===== config.mk =====
export PLATFORM = sky130hd
export DESIGN_NAME = charlieplex_scanner
export DESIGN_NICKNAME = d
export VERILOG_FILES = /design/src/rtl/charlieplex_scanner.sv
export SDC_FILE = /design/constraint.sdc
export NUM_CORES = 1
export LEC_CHECK = 0
export ABC_AREA = 0
export CAP_MARGIN = 0
export CORE_MARGIN = 2
export CORE_UTILIZATION = 60
export CTS_BUF_LIST = sky130_fd_sc_hd__clkbuf_16
export DETAILED_ROUTE_END_ITERATION = 10
export DONT_BUFFER_PORTS = 1
export GPL_TIMING_DRIVEN = 0
export PLACE_DENSITY_LB_ADDON = 0.08
export SYNTH_ARGS = -nofsm -noshare
export SYNTH_HDL_FRONTEND = slang
export SYNTH_SLANG_ARGS = --single-unit

===== constraint.sdc =====
create_clock -name clock -period 10.99 [get_ports clock]
set_clock_uncertainty 0.1 [all_clocks]
set_input_delay 2.198 -clock clock [delete_from_list [all_inputs] [get_ports clock]]
set_output_delay 2.198 -clock clock [all_outputs]
set_load 0.02 [all_outputs]

===== src/rtl/charlieplex_scanner.sv =====
// -----------------------------------------------------------------------------
// charlieplex_scanner
//
// Shows 144-bit game-of-life frames on a 12x12 LED matrix charlieplexed over
// 13 tri-state pins. A shadow buffer takes frames through a valid/ready
// handshake. The active frame is replaced only at the end of a full scan,
// so a frame is never shown half old and half new.
//
// Each of the 12 anode phases has BLANK_CYCLES with every pin hi-Z, followed
// by DWELL_CYCLES with the anode driven high and the lit cathodes driven low.
//
// Ports:
//   clock        system clock, rising edge
//   aclr         synchronous active-high reset
//   frame_in     144 frame bits, bit k = LED k (anode k/12, column k%12)
//   frame_valid  frame_in is valid this cycle
//   frame_ready  shadow buffer empty, a frame can be accepted
//   pin_oe       per-pin output enable (0 = hi-Z)
//   pin_out      per-pin drive value, meaningful only where pin_oe = 1
//   phase        current anode phase, 0..11
//   frame_done   one-cycle pulse on the last drive cycle of phase 11
//   brightness   (CHARLIEPLEX_BRIGHTNESS_EN only) drive window is
//                ((brightness+1)*DWELL_CYCLES)/16 cycles of each dwell
//
// Optional feature macro: CHARLIEPLEX_BRIGHTNESS_EN
// -----------------------------------------------------------------------------
module charlieplex_scanner #(
  parameter int DWELL_CYCLES = 1000,
  parameter int BLANK_CYCLES = 4
) (
  input  logic         clock,
  input  logic         aclr,
  input  logic [143:0] frame_in,
  input  logic         frame_valid,
`ifdef CHARLIEPLEX_BRIGHTNESS_EN
  input  logic [3:0]   brightness,
`endif
  output logic         frame_ready,
  output logic [12:0]  pin_oe,
  output logic [12:0]  pin_out,
  output logic [3:0]   phase,
  output logic         frame_done
);

  localparam int MAX_CYCLES = (DWELL_CYCLES > BLANK_CYCLES) ? DWELL_CYCLES : BLANK_CYCLES;
  localparam int CW         = (MAX_CYCLES > 1) ? $clog2(MAX_CYCLES) : 1;
  localparam logic [CW-1:0] BLANK_LAST = CW'(BLANK_CYCLES - 1);
  localparam logic [CW-1:0] DWELL_LAST = CW'(DWELL_CYCLES - 1);

  typedef enum logic {ST_BLANK, ST_DRIVE} state_t;

  state_t          state_q, state_d;
  logic [CW-1:0]   cnt_q, cnt_d;
  logic [3:0]      phase_q, phase_d;
  logic            frame_done_q, frame_done_d;
  logic [12:0]     pin_oe_q, pin_oe_d;
  logic [12:0]     pin_out_q, pin_out_d;
  logic [143:0]    shadow_q, shadow_d;
  logic            shadow_full_q, shadow_full_d;
  logic [143:0]    active_q, active_d;

  logic            capture;
  logic            swap;
  logic            drive_en;
  logic [7:0]      row_base;
  logic [11:0]     row;
  logic [3:0]      cath;

`ifdef CHARLIEPLEX_BRIGHTNESS_EN
  localparam int PW = CW + 5;
  logic [3:0]      bright_q, bright_d;
  logic [PW-1:0]   drive_limit;
`endif

  // Scan timing: the counter restarts on every state change.
  // NOTE: every always_comb output gets a default first, so no path can
  // leave a signal unassigned and infer a latch.
  always_comb begin
    state_d = state_q;
    cnt_d   = cnt_q + CW'(1);
    phase_d = phase_q;
    case (state_q)
      ST_BLANK: begin
        if (cnt_q == BLANK_LAST) begin
          state_d = ST_DRIVE;
          cnt_d   = '0;
        end
      end
      ST_DRIVE: begin
        if (cnt_q == DWELL_LAST) begin
          state_d = ST_BLANK;
          cnt_d   = '0;
          phase_d = (phase_q == 4'd11) ? 4'd0 : phase_q + 4'd1;
        end
      end
      default: begin
        state_d = ST_BLANK;
        cnt_d   = '0;
      end
    endcase
  end

  // Shadow and active buffers. A capture needs an empty shadow and a swap
  // needs a full one, so the two never act on the same edge.
  always_comb begin
    capture       = frame_valid && !shadow_full_q;
    swap          = frame_done_q && shadow_full_q;
    shadow_d      = capture ? frame_in : shadow_q;
    active_d      = swap ? shadow_q : active_q;
    shadow_full_d = shadow_full_q;
    if (capture) begin
      shadow_full_d = 1'b1;
    end else if (swap) begin
      shadow_full_d = 1'b0;
    end
  end

  // The outputs are computed from the next state, so the registered pins
  // line up with state_q/cnt_q. active_q changes only when going into BLANK,
  // so it is already correct whenever the next state is DRIVE.
  always_comb begin
`ifdef CHARLIEPLEX_BRIGHTNESS_EN
    bright_d    = (state_q == ST_BLANK && state_d == ST_DRIVE) ? brightness : bright_q;
    drive_limit = ((PW'(bright_d) + PW'(1)) * PW'(DWELL_CYCLES)) >> 4;
    drive_en    = (state_d == ST_DRIVE) && (PW'(cnt_d) < drive_limit);
`else
    drive_en    = (state_d == ST_DRIVE);
`endif
    frame_done_d = (state_d == ST_DRIVE) && (phase_d == 4'd11) && (cnt_d == DWELL_LAST);
    row_base     = 8'(phase_d) * 8'd12;
    row          = active_q[row_base +: 12];
    pin_oe_d     = '0;
    pin_out_d    = '0;
    cath         = '0;
    if (drive_en) begin
      pin_oe_d[phase_d]  = 1'b1;
      pin_out_d[phase_d] = 1'b1;
      // Columns at or past the anode index skip over the anode pin.
      for (int c = 0; c < 12; c++) begin
        cath = (4'(c) < phase_d) ? 4'(c) : 4'(c) + 4'd1;
        if (row[4'(c)]) begin
          pin_oe_d[cath] = 1'b1;
        end
      end
    end
  end

  // NOTE: sequential state uses non-blocking assignments only, so every
  // flop samples the values from before the edge.
  always_ff @(posedge clock) begin
    // NOTE: shadow data is used only when shadow_full_q is set, so it is
    // not reset. The flags and the visible active frame are reset.
    shadow_q <= shadow_d;
    if (aclr) begin
      state_q       <= ST_BLANK;
      cnt_q         <= '0;
      phase_q       <= '0;
      frame_done_q  <= 1'b0;
      pin_oe_q      <= '0;
      pin_out_q     <= '0;
      shadow_full_q <= 1'b0;
      active_q      <= '0;
`ifdef CHARLIEPLEX_BRIGHTNESS_EN
      bright_q      <= 4'hF;
`endif
    end else begin
      state_q       <= state_d;
      cnt_q         <= cnt_d;
      phase_q       <= phase_d;
      frame_done_q  <= frame_done_d;
      pin_oe_q      <= pin_oe_d;
      pin_out_q     <= pin_out_d;
      shadow_full_q <= shadow_full_d;
      active_q      <= active_d;
`ifdef CHARLIEPLEX_BRIGHTNESS_EN
      bright_q      <= bright_d;
`endif
    end
  end

  assign frame_ready = ~shadow_full_q;
  assign pin_oe      = pin_oe_q;
  assign pin_out     = pin_out_q;
  assign phase       = phase_q;
  assign frame_done  = frame_done_q;

endmodule

# Yosys cells after proc, flatten, opt, wreduce, memory -nomap -nowiden
# Cells that the tools add are included.
# op_classes
addsub	2
n_mul	1
magnitude_cmp	26
eq_ne	5
shifts	1
mux	52
n_bitwise	11
reduce_logical	16
# op_table
cell	n
two-way mux 13 bit	15
indexed part select 144 x 9 -> 8 bit	1
bitwise OR 13 bit	8
demux 1 bit (select 4 bit)	9
equality test 10 bit, second input constant	2
< comparator 3 x 5 -> 1 bit, second input constant	4
two-way mux 10 bit	2
case mux 10 bit (2 select lines)	1
two-way mux 1 bit	17
< comparator 3 x 4 -> 1 bit, first input constant	4
two-way mux 4 bit	4
logical AND 1 bit	13
>= comparator 3 x 1 -> 1 bit, second input constant	4
adder 10 x 1 -> 10 bit, second input constant	1
equality test 10 x 2 -> 1 bit, second input constant	1
< comparator 2 x 5 -> 1 bit, second input constant	2
< comparator 4 x 5 -> 1 bit, second input constant	2
equality test 4 bit, second input constant	2
>= comparator 4 x 1 -> 1 bit, second input constant	2
< comparator 1 x 4 -> 1 bit, first input constant	2
< comparator 2 x 4 -> 1 bit, first input constant	2
multiplier 4 x 2 -> 6 bit, second input constant	1
< comparator 1 x 5 -> 1 bit, second input constant	1
adder 4 x 1 -> 4 bit, second input constant	1
9 further kinds	13
# word_totals
register_bits	331
in_bits	147
output_inout_bits	32
word_cells	123

# Longest topological paths before layout
# depth
word_depth	33
mapped_depth	11
depth_no_buf	8

# Worst setup path after synthesis
# OpenSTA, ideal clock, no wires.
# synth_path
kind	input-to-reg
startpoint	input port frame_valid
endpoint	register shadow_full_q
setup_time_ns	0.077
arrival_ns	6.964
t_required_ns	10.813
setup_slack_ns	3.849
stages	2
n_path_buf	0
cell_sequence	nor2b_1 o21ba_2
# synth_via
elab_chain_len	2
elab_cells_between_ends	3
classes_between	1 x mux; 2 x reduce/logical
# synth_rtl
element	line_no	rtl
start, declared	34	input logic frame_valid,
logical AND 1 bit *	106	capture = frame_valid && !shadow_full_q;
two-way mux 1 bit or nonzero test 2 bit (tied branches)	--	
end signal, assigned	173	shadow_full_q <= shadow_full_d;
end, declared	59	logic shadow_full_q, shadow_full_d;
# Mark *: on every way between the ends. The rest lies on a longest branch, timed or not.
# A chain may end at the register's enable or synchronous reset.

# Final worst setup path
# layout_path
startpoint	input port aclr
endpoint	register pin_oe_q[2], in the netlist pin_oe[2]
# layout_via
elab_chain_len	1
# layout_rtl
element	line_no	rtl
start, declared	32	input logic aclr,
OR reduction 2 bit (no line)	--	
end signal, assigned	171	pin_oe_q <= pin_oe_d;
end, declared	56	logic [12:0] pin_oe_q, pin_oe_d;
# Every way passes these cells.

==> results_dict.tcl <==
set metrics [dict create \
    synth-seq-cells 231 \
    reg2reg_to "pin_oe[2]$_SDFF_PP0_" \
    synth_ff_type "dfxtp_1" \
    fillers 1068 \
    fp.dieW_um 124 \
    maxCapViolCount 0 \
    pre_cts_slack_ns 6.93 \
    yosysUniqueCellTypes 58 \
    instances_no_fill 1065 \
    via_per_inst 5.78 \
    drt_iter0_markers 493 \
    vdd_drop_max_uv 154 \
    clock_sinks 231 \
    critPathKind "input pin to flop" \
    synth_fa_ha_area_share_pct 0.289 \
    core_mm2 0.0140 \
    grt_usage_pct 24.9 \
    num_rows 43 \
    syn-num-nets 990 \
    critical_path.startpoint_type "input pin" \
    finalSetupViolCount 0 \
    maxSlewHeadroom_pct 46.7 \
    setup_ws_ns 7.20 \
    gp_congestion 0.982 \
    synth_area_mm2 0.00867 \
    power_density_mw_per_mm2 179 \
    crit-reg2reg-launch "cnt_q[0]$_SDFF_PP0_" \
    async_reset_ff_share_pct 0 \
    numCtsBuffers 23 \
    drive_above_1_share_pct 7.80 \
    cts_resized 0 \
    critPathCaptureType "flop" \
    synth_compound_area_share_pct 9.71 \
    antenna_left 0 \
    grt_pass1_vias 5764 \
    layout_common_cells "nand2_1, dfxtp_1, a21oi_1" \
    drt-total-wl_um 19600 \
    io_pins 179 \
    overflow 0 \
    synthMuxAreaShare_pct 4.13 \
    die-area_mm2 0.0154 \
    synth_edf_count 96 \
    placed_cells_incl_taps 1023 \
    fmax_ghz 0.264 \
    cts_max_path_buffers 3 \
    hpwl_um 13900 \
    initial_core_util_pct 62.0 \
    required_ns 11.24 \
    die_y_um 124 \
    final_nets 1017 \
    status "finished, final reports clean" \
    grt_pass1_wl_um 29200 \
    synth_area_per_cell_um2 10.3 \
    synth_top_family_by_area "simple AND/OR/NAND/NOR gates" \
    hold_viol 0 \
    synth.yosys.seq_area_share_pct 64.4 \
    num_vias 6156 \
    rsz0062_at_grt "no" \
    wl_per_cell_um 18.4 \
    dpl_cell_area_mm2 0.00894 \
    post_cts_buffers 0 \
    drv_slew 0 \
    slowest_delay_ns 0.59 \
    crit_arrival_ns 4.04 \
    fin_crit_sh_pct 34.4 \
    syn2layout_area_growth_pct 11.7 \
    period_minus_slack_ns 3.79 \
    antenna_found_initial 0 \
    path_cells "clkbuf_1 -> a211oi_1 -> clkbuf_1 -> o21ai_0 -> a211oi_1" \
    hold_path.class "flop to flop" \
    crit_slowest_cell "a211oi_1" \
    fin_tns_setup_ns 0 \
    ys_warn_count 0 \
    tritoncts "done" \
    final_area_mm2 0.00969 \
    htree_num_levels 1 \
    critPathMaxFanout 10 \
    diodes 0 \
    drc 0 \
    reg2regPathDepth 8 \
    worst_slew_pin_slew_ns 0.797 \
    cts_root_buffer "clkbuf_16" \
    crit_path_end "pin_oe[2]$_SDFF_PP0_" \
    clk-insertion-delay-late_ns 0.51 \
    power_uw 1730 \
    clk_pin_slew_worst_paths_ns 0.06 \
    grt_max_degree 38 \
    io_buffer_count 0 \
    postCtsHoldBufs 0 \
    synth-simple-area-share_pct 17.1 \
    reg2reg_slack_ns 7.68 \
    syn_inst 841 \
    leakagePower_uw 0.00324 \
    layout_commonest_cell "nand2_1" \
    crit_start "aclr" \
    synth_xor_xnor_area_share_pct 0.909 \
    drtPass1Iterations 5 \
]
-- cells in the mapped netlist (3+ instances only) --
library cell / count / area [um^2]
o22ai_1: 3 / 18.8
a211oi_1: 3 / 22.5
dfxtp_1: 135 / 2700
nand2_1: 246 / 923
a21oi_1: 101 / 505
and4_1: 3 / 26.3
mux2_2: 6 / 67.6
o21ai_0: 6 / 30.0
mux2i_1: 29 / 290
nand3_1: 22 / 110
buf_2: 11 / 55.1
inv_1: 9 / 33.8
nor2_1: 45 / 169
buf_1: 9 / 33.8
nor3_1: 4 / 20.0
a32oi_1: 5 / 43.8
buf_4: 4 / 30.0
a221oi_1: 3 / 26.3
nand4_1: 8 / 50.1
a31oi_1: 3 / 18.8
edfxtp_1: 96 / 2880
nor4_1: 3 / 18.8
and2_1: 3 / 18.8
xnor2_1: 3 / 26.3
clkbuf_1: 36 / 135
xor2_1: 6 / 52.6
-- how the worst min path moves through the flow --
stage	startpoint	endpoint	slack (ns)	cells past startpoint
2_1_floorplan	active_q[89]$_SDFFE_PP0P_	active_q[89]$_SDFFE_PP0P_	0.33	2
3_3_place_gp	active_q[36]$_SDFFE_PP0P_	active_q[36]$_SDFFE_PP0P_	0.34	2
3_5_place_dp	active_q[126]$_SDFFE_PP0P_	active_q[126]$_SDFFE_PP0P_	0.35	2
4_1_cts	active_q[126]$_SDFFE_PP0P_	active_q[126]$_SDFFE_PP0P_	0.36	2
5_1_grt	active_q[31]$_SDFFE_PP0P_	active_q[31]$_SDFFE_PP0P_	0.38	2
6_report	active_q[91]$_SDFFE_PP0P_	active_q[91]$_SDFFE_PP0P_	0.35	2
-- cell type report --
class / count / area [um^2] / share of cell area (%)
flip-flops and latches: 231 / 5590 / 57.7
multi-input cells: 540 / 2790 / 28.8
clock buffers: 23 / 576 / 5.94
plain buffers: 61 / 265 / 2.74
well taps: 180 / 225 / 2.32
clock inverters: 19 / 170 / 1.76
repair buffers: 2 / 40.0 / 0.413
inverters: 9 / 33.8 / 0.349
-- through the flow --
step	util [%]	hold slack (ns)
global route	69.2	0.380
global placement	63.6	0.341
CTS	69.2	0.356
floorplan	-	0.331
finish	69.2	0.355
detailed placement	63.9	0.346
-- sequential cells by signal, indices dropped and copies added (netlist names) --
register and cells:
shadow_full_q 1, shadow_q 96, cnt_q 10, state_q 1
phase 4, pin_out 13, pin_oe 9, frame_done 1
active_q 96
-- power by group --
group	switching, uW	internal, uW	total, uW
clock network	315	452	767
registers	9.36	923	932
logic	24.9	8.41	33.3
-- logic make-up (layout without fill, tap and decap cells) --
| family | after synthesis | after routing |
|---|---|---|
| AND/OR/NAND/NOR | 353 | 353 |
| flip-flops | 231 | 231 |
| AO/OA/AOI/OAI | 141 | 141 |
| buffers and inverters | 70 | 114 |
| multiplexers | 35 | 35 |
| XOR/XNOR | 9 | 9 |
| adder cells (fa/ha/maj) | 2 | 2 |
-- per-layer routing --
layer | track usage [%] | part of all wire, % | vias to the layer above
li1 | - | - | 2940
met1 | 32.5 | 43 | 2929
met2 | 42.4 | 48 | 254
met3 | 4.95 | 7.2 | 33
met4 | 6.60 | 1.9 | 0
met5 | 0 | 0 | -
-- critical path: cells and delay by family --
kind                   cells  cell delay [ns]
AOI/OAI and AO/OA          3             1.23
buffers and inverters      2             0.60
No activity file was read; power rests on OpenSTA's default activity.
